### config.mk
export PLATFORM = sky130hd
export DESIGN_NAME = lfsr8
export DESIGN_NICKNAME = d
export VERILOG_FILES = /design/src/rtl/axis_pkg.sv /design/src/rtl/lfsr8.sv
export SDC_FILE = /design/constraint.sdc
export NUM_CORES = 1
export LEC_CHECK = 0
export BUFFER_PORTS_ARGS = -buffer_cell sky130_fd_sc_hd__buf_2
export CORE_AREA = 8 8 45 47
export CTS_CLUSTER_SIZE = 8
export DETAILED_ROUTE_END_ITERATION = 8
export DIE_AREA = 0 0 53 55
export HOLD_SLACK_MARGIN = 0.02
export PLACE_DENSITY_LB_ADDON = 0.08
export SYNTH_ARGS = -nofsm -noshare
export SYNTH_HDL_FRONTEND = slang
export SYNTH_SLANG_ARGS = --single-unit
### constraint.sdc
create_clock -name clock -period 1.6 [get_ports clock]
set_input_delay 0.08 -clock clock [delete_from_list [all_inputs] [get_ports clock]]
set_output_delay 0.08 -clock clock [all_outputs]
set_load 0.01 [all_outputs]
### src/rtl/axis_pkg.sv
// Shared stream-side constants: checker state encoding and the 8-bit LFSR
// polynomial used by both the checker's ready generator and random sources.
package axis_pkg;

    typedef enum logic {
        HUNT = 1'b0,
        LOCK = 1'b1
    } state_e;

    // x^8 + x^6 + x^5 + x^4 + 1, shift-left Fibonacci: feedback taps on bits 7,5,4,3
    localparam logic [7:0] LFSR_TAPS = 8'hB8;

    function automatic logic [7:0] lfsr8_step(input logic [7:0] cur);
        return {cur[6:0], ^(cur & LFSR_TAPS)};
    endfunction

endpackage

### src/rtl/lfsr8.sv
// Free-running 8-bit maximal-length LFSR, shared between stream sources and sinks.
module lfsr8
    import axis_pkg::*;
#(
    parameter logic [7:0] SEED = 8'hA5
) (
    input  logic       clock,
    input  logic       reset,
    output logic [7:0] state
);

    always_ff @(posedge clock or posedge reset) begin
        if (reset) begin
            state <= SEED;
        end else begin
            state <= lfsr8_step(state);
        end
    end

endmodule

Word level (Yosys, flattened, before mapping)
Index checks and enable logic that the tools add are counted.
- bits in registers: 8
- bits of input ports: 2
- output and inout bits: 8
- logic and storage cells: 2
- reduce and logical (&&, ||, !) cells: 1
- operators by type and width (cell ; count):
    $reduce_xor 8->1 ; 1

Logic depth before layout (Yosys ltp)
Gate-level depths: netlist (run 1).
- depth after elaboration: 1
- depth in mapped cells: 2
- gate-level depth less buffers: 2

Worst setup path after synthesis (run 1)
No wires, ideal clock.
- path type: register to register
- start: register state[7]
- end: register state[0]
- cell stages (with the launch flop): 3
- path buffers: 0
- data arrival time: 0.834 ns
- clock period less this slack: 0.910 ns
- path slack: 0.690 ns
- data required time: 1.525 ns
- library setup time: 0.075 ns
- cell sequence: dfstp_2 > xor2_1 > xnor2_1
- word-level cells in the longest chain between the ends: 1
- RTL lines (what ; line ; source):
    from (decl) ; lfsr8.sv:9 ; output logic [7:0] state
    from (signal assigned) ; lfsr8.sv:16 ; state <= lfsr8_step(state);
    $reduce_xor 8->1 ; axis_pkg.sv:14 ; return {cur[6:0], ^(cur & LFSR_TAPS)};
Every way passes these cells.

Worst setup path in the final report (run 1)
- start: register state[5]
- end: output port state[5]
No word-level cell between the ends.

==> results.py, run 1 <==
metrics = {
    "synthesis": {
        "seq_area_frac_synth": 0.872,
        "synth_compound_area_frac": 0,
        "synth.mux.area_fraction": 0,
        "synth_cell_types": 5,
        "syn-num-nets": 14,
        "synth_area_per_cell_um2": 19.6,
        "ys.warnings.count": 0,
        "synth_top_family_by_area": "XOR/XNOR gates",
        "synthAdderAreaFrac": 0,
        "synth-xor-area-share": 0.112,
        "yosys.area_share.simple": 0,
        "syn_inst": 12,
        "synth_seq_cells": 8,
        "synth_area_um2": 235,
    },
    "power": {
        "vdd_drop_max_mv": 0.389,
        "p_total_mw": 0.368,
        "pwr-share-comb": 0.018,
        "leakage_nw": 0.183,
        "power.density_nw_per_um2": 1090,
        "seqPwrFrac": 0.551,
        "switching_share": 0.184,
        "intPower_mw": 0.301,
        "clockPowerShare": 0.431,
        "switchingPower_mw": 0.0678,
    },
    "final_layout": {
        "n_fill_cell": 145,
        "area_delta_synth_final_pct": 43.1,
        "nNetsFinal": 29,
        "regMostFlops": "state",
        "fin_util": 0.243,
        "reg_top3": "state: 8 flops",
        "n_antenna_cell": 0,
        "layout_common_cells": "buf_2, dfstp_2, dfrtp_1",
        "largest_reg_flops": 8,
        "finalInstanceArea_um2": 337,
        "final_common_cell": "buf_2",
        "instances_no_fill": 42,
        "drive_above_1_share": 0.615,
    },
    "cts": {
        "clock_sinks": 8,
        "clk_pin_slew_ns": 0.06,
        "cts_setup_buffers": 0,
        "clockRootBuffer": "clkbuf_4",
        "clock_latency_ns": 0.25,
        "cts_tree": "done",
        "cts_buffer_depth": 2,
        "numCtsBuffers": 3,
        "htree_levels": 1,
    },
    "worst_setup_path": {
        "worst_setup_path_start_kind": "flip-flop",
        "worst-path-max-fanout": 3,
        "cp_slowest_cell": "dfstp_2",
        "reg2reg_to": "state[0]$_DFF_PP1_",
        "critPathTopFamily": "flip-flops",
        "r2r_cells": 2,
        "cp.arrival_ns": 0.92,
        "slowest_delay_ns": 0.54,
        "worst_setup_path_end_kind": "primary output",
        "critical_path_class": "reg2out",
        "startpoint": "state[5]$_DFF_PP1_",
        "r2r_start": "state[7]$_DFF_PP1_",
        "critical_path_depth": 1,
        "required_ns": 1.52,
        "ff2ff_setup_slack_ns": 0.64,
        "path_cells": "buf_2",
        "crit_buf_inv": 1,
        "setup.worst_path.end": "state[5]",
    },
    "routing": {
        "via_count": 132,
        "drt_iter0_drc": 0,
        "drtPass1Iterations": 1,
        "vias_per_cell": 3.14,
        "wl_per_cell_um": 10.9,
        "ant_nets": 0,
        "drcViolationCount": 0,
        "wl_um": 458,
    },
    "global_route": {
        "grt-ovfl-total": 0,
        "grt_pass1_wl_um": 738,
        "grtUsageTotal": 0.0386,
        "first_global_vias": 161,
        "grt_max_degree": 9,
        "antenna_found_initial": 0,
    },
    "floorplanning": {
        "die_h_um": 55,
        "rows": 14,
        "core_um2": 1380,
        "die_width_um": 53,
        "dieArea_um2": 2920,
        "start_util": 0.170,
        "io_pins": 10,
    },
    "sta": {
        "slew_headroom": 0.815,
        "fin_worst_skew_ns": 0.00475,
        "setup_viol": 0,
        "fin_tns_setup_ns": 0,
        "max_freq_ghz": 1.00,
        "min_period_ns": 0.998,
        "worst_pin_slew_ns": 0.277,
        "period_share": 0.624,
        "timing.final.max_slew_violations": 0,
        "hold_viol": 0,
        "rsz0062_at_grt": "no",
    },
    "place": {
        "place_hpwl_um": 354,
        "portBuffers": 9,
        "dpl-instance-area_um2": 300,
        "dp.cells": 37,
        "routabilityCongestion": 0.630,
    },
    "run_status": {
        "outcome": "completed",
    },
    "flow_run": {
        "drv_cap": 0,
    },
    "min_path": {
        "hp-class": "in2async",
    },
}
worst min-delay path by stage:
stage                     startpoint            endpoint  slack, ns
final                          reset  state[4]$_DFF_PP0_       0.31
after CTS                      reset  state[1]$_DFF_PP0_       0.31
after global routing           reset  state[1]$_DFF_PP0_       0.34
after floorplan                reset  state[1]$_DFF_PP0_      -0.11
after detailed placement       reset  state[1]$_DFF_PP0_       0.03
after global placement         reset  state[6]$_DFF_PP0_       0.03
per-layer routing:
layer | vias up | share of wire | track usage
met5 | - | 0 | 0
met4 | 0 | 0.011 | 0.0388
met3 | 2 | 0.13 | 0.0294
li1 | 63 | - | -
met2 | 7 | 0.34 | 0.0371
met1 | 60 | 0.51 | 0.0482
final cells by class:
class	count	area, µm²	share of cell area
flip-flops and latches	8	205	0.610
repair buffers	10	55.1	0.164
multi-input cells	3	26.3	0.0781
clock buffers	4	26.3	0.0781
well taps	16	20.0	0.0595
inverters	1	3.75	0.0112
cell usage after synthesis:
master | count | area (µm²)
dfrtp_1 | 4 | 100
dfstp_2 | 4 | 105
inv_1 | 1 | 3.75
xnor2_1 | 2 | 17.5
xor2_1 | 1 | 8.76
power groups by stage:
stage,sequential (mW),clock [mW],combinational (mW)
after floorplan,0.206,0,0.00307
after global placement,0.206,0,0.00521
final,0.203,0.159,0.00660
after detailed placement,0.206,0,0.00498
after global routing,0.203,0.181,0.00780
after CTS,0.203,0.168,0.00689
metrics by stage:
stage	setup slack [ns]	hold WS (ns)
CTS	0.589	0.312
global route	0.546	0.342
floorplan	0.690	-0.107
detailed placement	0.639	0.0256
finish	0.602	0.313
global placement	0.657	0.0334
cell families after synthesis:
kind of cell,Yosys count
XOR/XNOR,3
buffers and inverters,1
flip-flops,8
what timing repair did:
item	4_1_cts	5_1_grt
endpoints found under the hold margin	8	0
resized for setup	0	0
hold buffers	1	0
endpoints found under the setup margin	0	0
(Power assumes the default switching activity.)
==> run 2, diff against run 1 <==
- clock period: 1.6 -> 0.8 ns (I/O delays scaled with it)
==> run 2 against run 1 <==
Effect of this change:
- the run now ends with setup timing left
- total power rose by 100%
- global-route usage rose by 0.22 points
- non-clock buffer count rose by 6
- sequential share of layout area fell by 13 points
- largest cell class unchanged
- largest power group unchanged
==> results.py, run 2 (synthesis gave the netlist of run 1 again) <==
metrics = {
    "run_status": {
        "outcome": "finished with violations",
        "violations": "setup timing",
    },
    "routing": {
        "drt-met1-wl_um": 216,
        "via_count": 162,
        "wl_um": 505,
        "ant_nets": 0,
        "vias_per_cell": 3.38,
        "wl_per_cell_um": 10.5,
        "drtPass1Iterations": 2,
        "dr_wl_met2_um": 223,
        "maxUsedRoutingLayer": "met3",
        "drt_iter0_drc": 1,
        "met3WireLength_um": 65,
        "drcViolationCount": 0,
    },
    "power": {
        "seqPwrFrac": 0.546,
        "leakage_nw": 0.221,
        "vdd_drop_max_mv": 0.589,
        "switchingPower_mw": 0.141,
        "switching_share": 0.190,
        "clockPowerShare": 0.436,
        "power.density_nw_per_um2": 1730,
        "pwr-share-comb": 0.018,
        "intPower_mw": 0.602,
    },
    "cts": {
        "clk_pin_slew_ns": 0.06,
        "cts_tree": "done",
        "htree_levels": 1,
        "clockRootBuffer": "clkbuf_4",
        "numCtsBuffers": 3,
        "clock_sinks": 8,
        "clock_latency_ns": 0.25,
        "cts_buffer_depth": 2,
    },
    "final_layout": {
        "regMostFlops": "state",
        "final_common_cell": "buf_6",
        "reg_top3": "state: 8 flops",
        "largest_reg_flops": 8,
        "n_antenna_cell": 0,
        "layout_common_cells": "buf_6, dfstp_2, dfrtp_1",
        "area_delta_synth_final_pct": 83.0,
        "drive_above_1_share": 0.688,
        "nNetsFinal": 35,
    },
    "place": {
        "dp_slack_ns": -0.132,
        "portBuffers": 9,
        "routabilityCongestion": 0.584,
    },
    "floorplanning": {
        "core_um2": 1380,
        "io_pins": 10,
        "die_h_um": 55,
        "dieArea_um2": 2920,
        "die_width_um": 53,
        "start_util": 0.170,
        "rows": 14,
    },
    "worst_setup_path": {
        "crit_buf_inv": 2,
        "worst_setup_path_end_kind": "primary output",
        "required_ns": 0.76,
        "worst_setup_path_start_kind": "flip-flop",
        "critPathTopFamily": "flip-flops",
        "path_common_cell": "buf_6",
        "path_cells": "buf_6 -> buf_6",
        "cp.arrival_ns": 0.97,
        "slowest_delay_ns": 0.54,
        "critical_path_class": "reg2out",
        "cp_slowest_cell": "dfstp_2",
        "worst-path-max-fanout": 2,
    },
    "sta": {
        "period_share": 1.26,
        "rsz0062_at_grt": "yes",
        "min_period_ns": 1.01,
        "setup_viol": 8,
        "slew_headroom": 0.813,
        "fin_worst_skew_ns": 0.00833,
        "hold_slack_ns": 0.257,
        "worst_pin_slew_ns": 0.280,
        "fin_tns_setup_ns": -0.997,
        "max_freq_ghz": 0.991,
        "hold_viol": 0,
        "timing.final.max_slew_violations": 0,
        "setup_ws_ns": -0.209,
    },
    "flow_run": {
        "drv_cap": 0,
    },
    "global_route": {
        "grt-ovfl-total": 0,
        "antenna_found_initial": 0,
        "grt_max_degree": 9,
        "grtUsageTotal": 0.0407,
        "first_global_vias": 168,
        "grt_pass1_wl_um": 717,
    },
    "min_path": {
        "hp-class": "in2async",
    },
}
-- run 2: changes by cell type in the layout (fill, tap and decap cells not counted), sizes merged --
cell	previous run	this run
buf	9	15
-- run 2: tightest hold or removal path, stage by stage --
cell	delay, ns
dlygate4sd3_1	0.53
buf_2	0.11
inv_1	0.21
-- run 2: final timing paths --
kind | end | startpoint | depth (start not counted) | slack [ns]
worst max-delay path | state[5] | state[5]$_DFF_PP1_ | 2 | -0.21
worst min-delay path | state[3]$_DFF_PP0_ | reset | 3 | 0.26
worst max register to register | state[0]$_DFF_PP1_ | state[7]$_DFF_PP1_ | 2 | -0.17
worst min register to register | state[7]$_DFF_PP1_ | state[6]$_DFF_PP0_ | 0 | 0.37
max in group asynchronous | state[5]$_DFF_PP1_ | reset | 3 | 0.26
min in group clock | state[7]$_DFF_PP1_ | state[6]$_DFF_PP0_ | 0 | 0.37
-- run 2: timing repair --
item,CTS,global route
setup buffers,3,0
resized for setup,9,0
gates cloned,0,0
setup endpoints to repair,9,10
hold endpoints to repair,8,0
pin swaps,0,1
hold buffers,1,0
-- run 2: cell type report --
type,instances,area (µm²)
Fill cell,148,953
Sequential cell,8,205
Timing Repair Buffer,16,149
Multi-Input combinational cell,3,26.3
Clock buffer,4,26.3
Tap cell,16,20.0
Inverter,1,3.75
-- run 2: metal layers --
metal / vias up / global-route usage
li1: 77 / -
met1: 78 / 0.0357
met2: 7 / 0.0488
met3: 0 / 0.0374
met4: 0 / 0.0517
met5: - / 0
-- run 2: power by group through the flow --
stage / registers, mW / clock network, mW / logic, mW
after global routing: 0.406 / 0.371 / 0.0153
after detailed placement: 0.412 / 0 / 0.0104
after CTS: 0.406 / 0.341 / 0.0141
after global placement: 0.412 / 0 / 0.0105
final: 0.406 / 0.324 / 0.0130
after floorplan: 0.412 / 0 / 0.00614
-- run 2: stage by stage --
stage | instances | utilization | power [mW] | cell area [µm²]
after floorplan | 12 | - | 0.418 | 235
after CTS | 48 | 0.311 | 0.761 | 430
after detailed placement | 40 | 0.233 | 0.423 | 323
final | 48 | 0.311 | 0.743 | 430
after global routing | 48 | 0.311 | 0.792 | 430
after global placement | 40 | 0.233 | 0.423 | 323
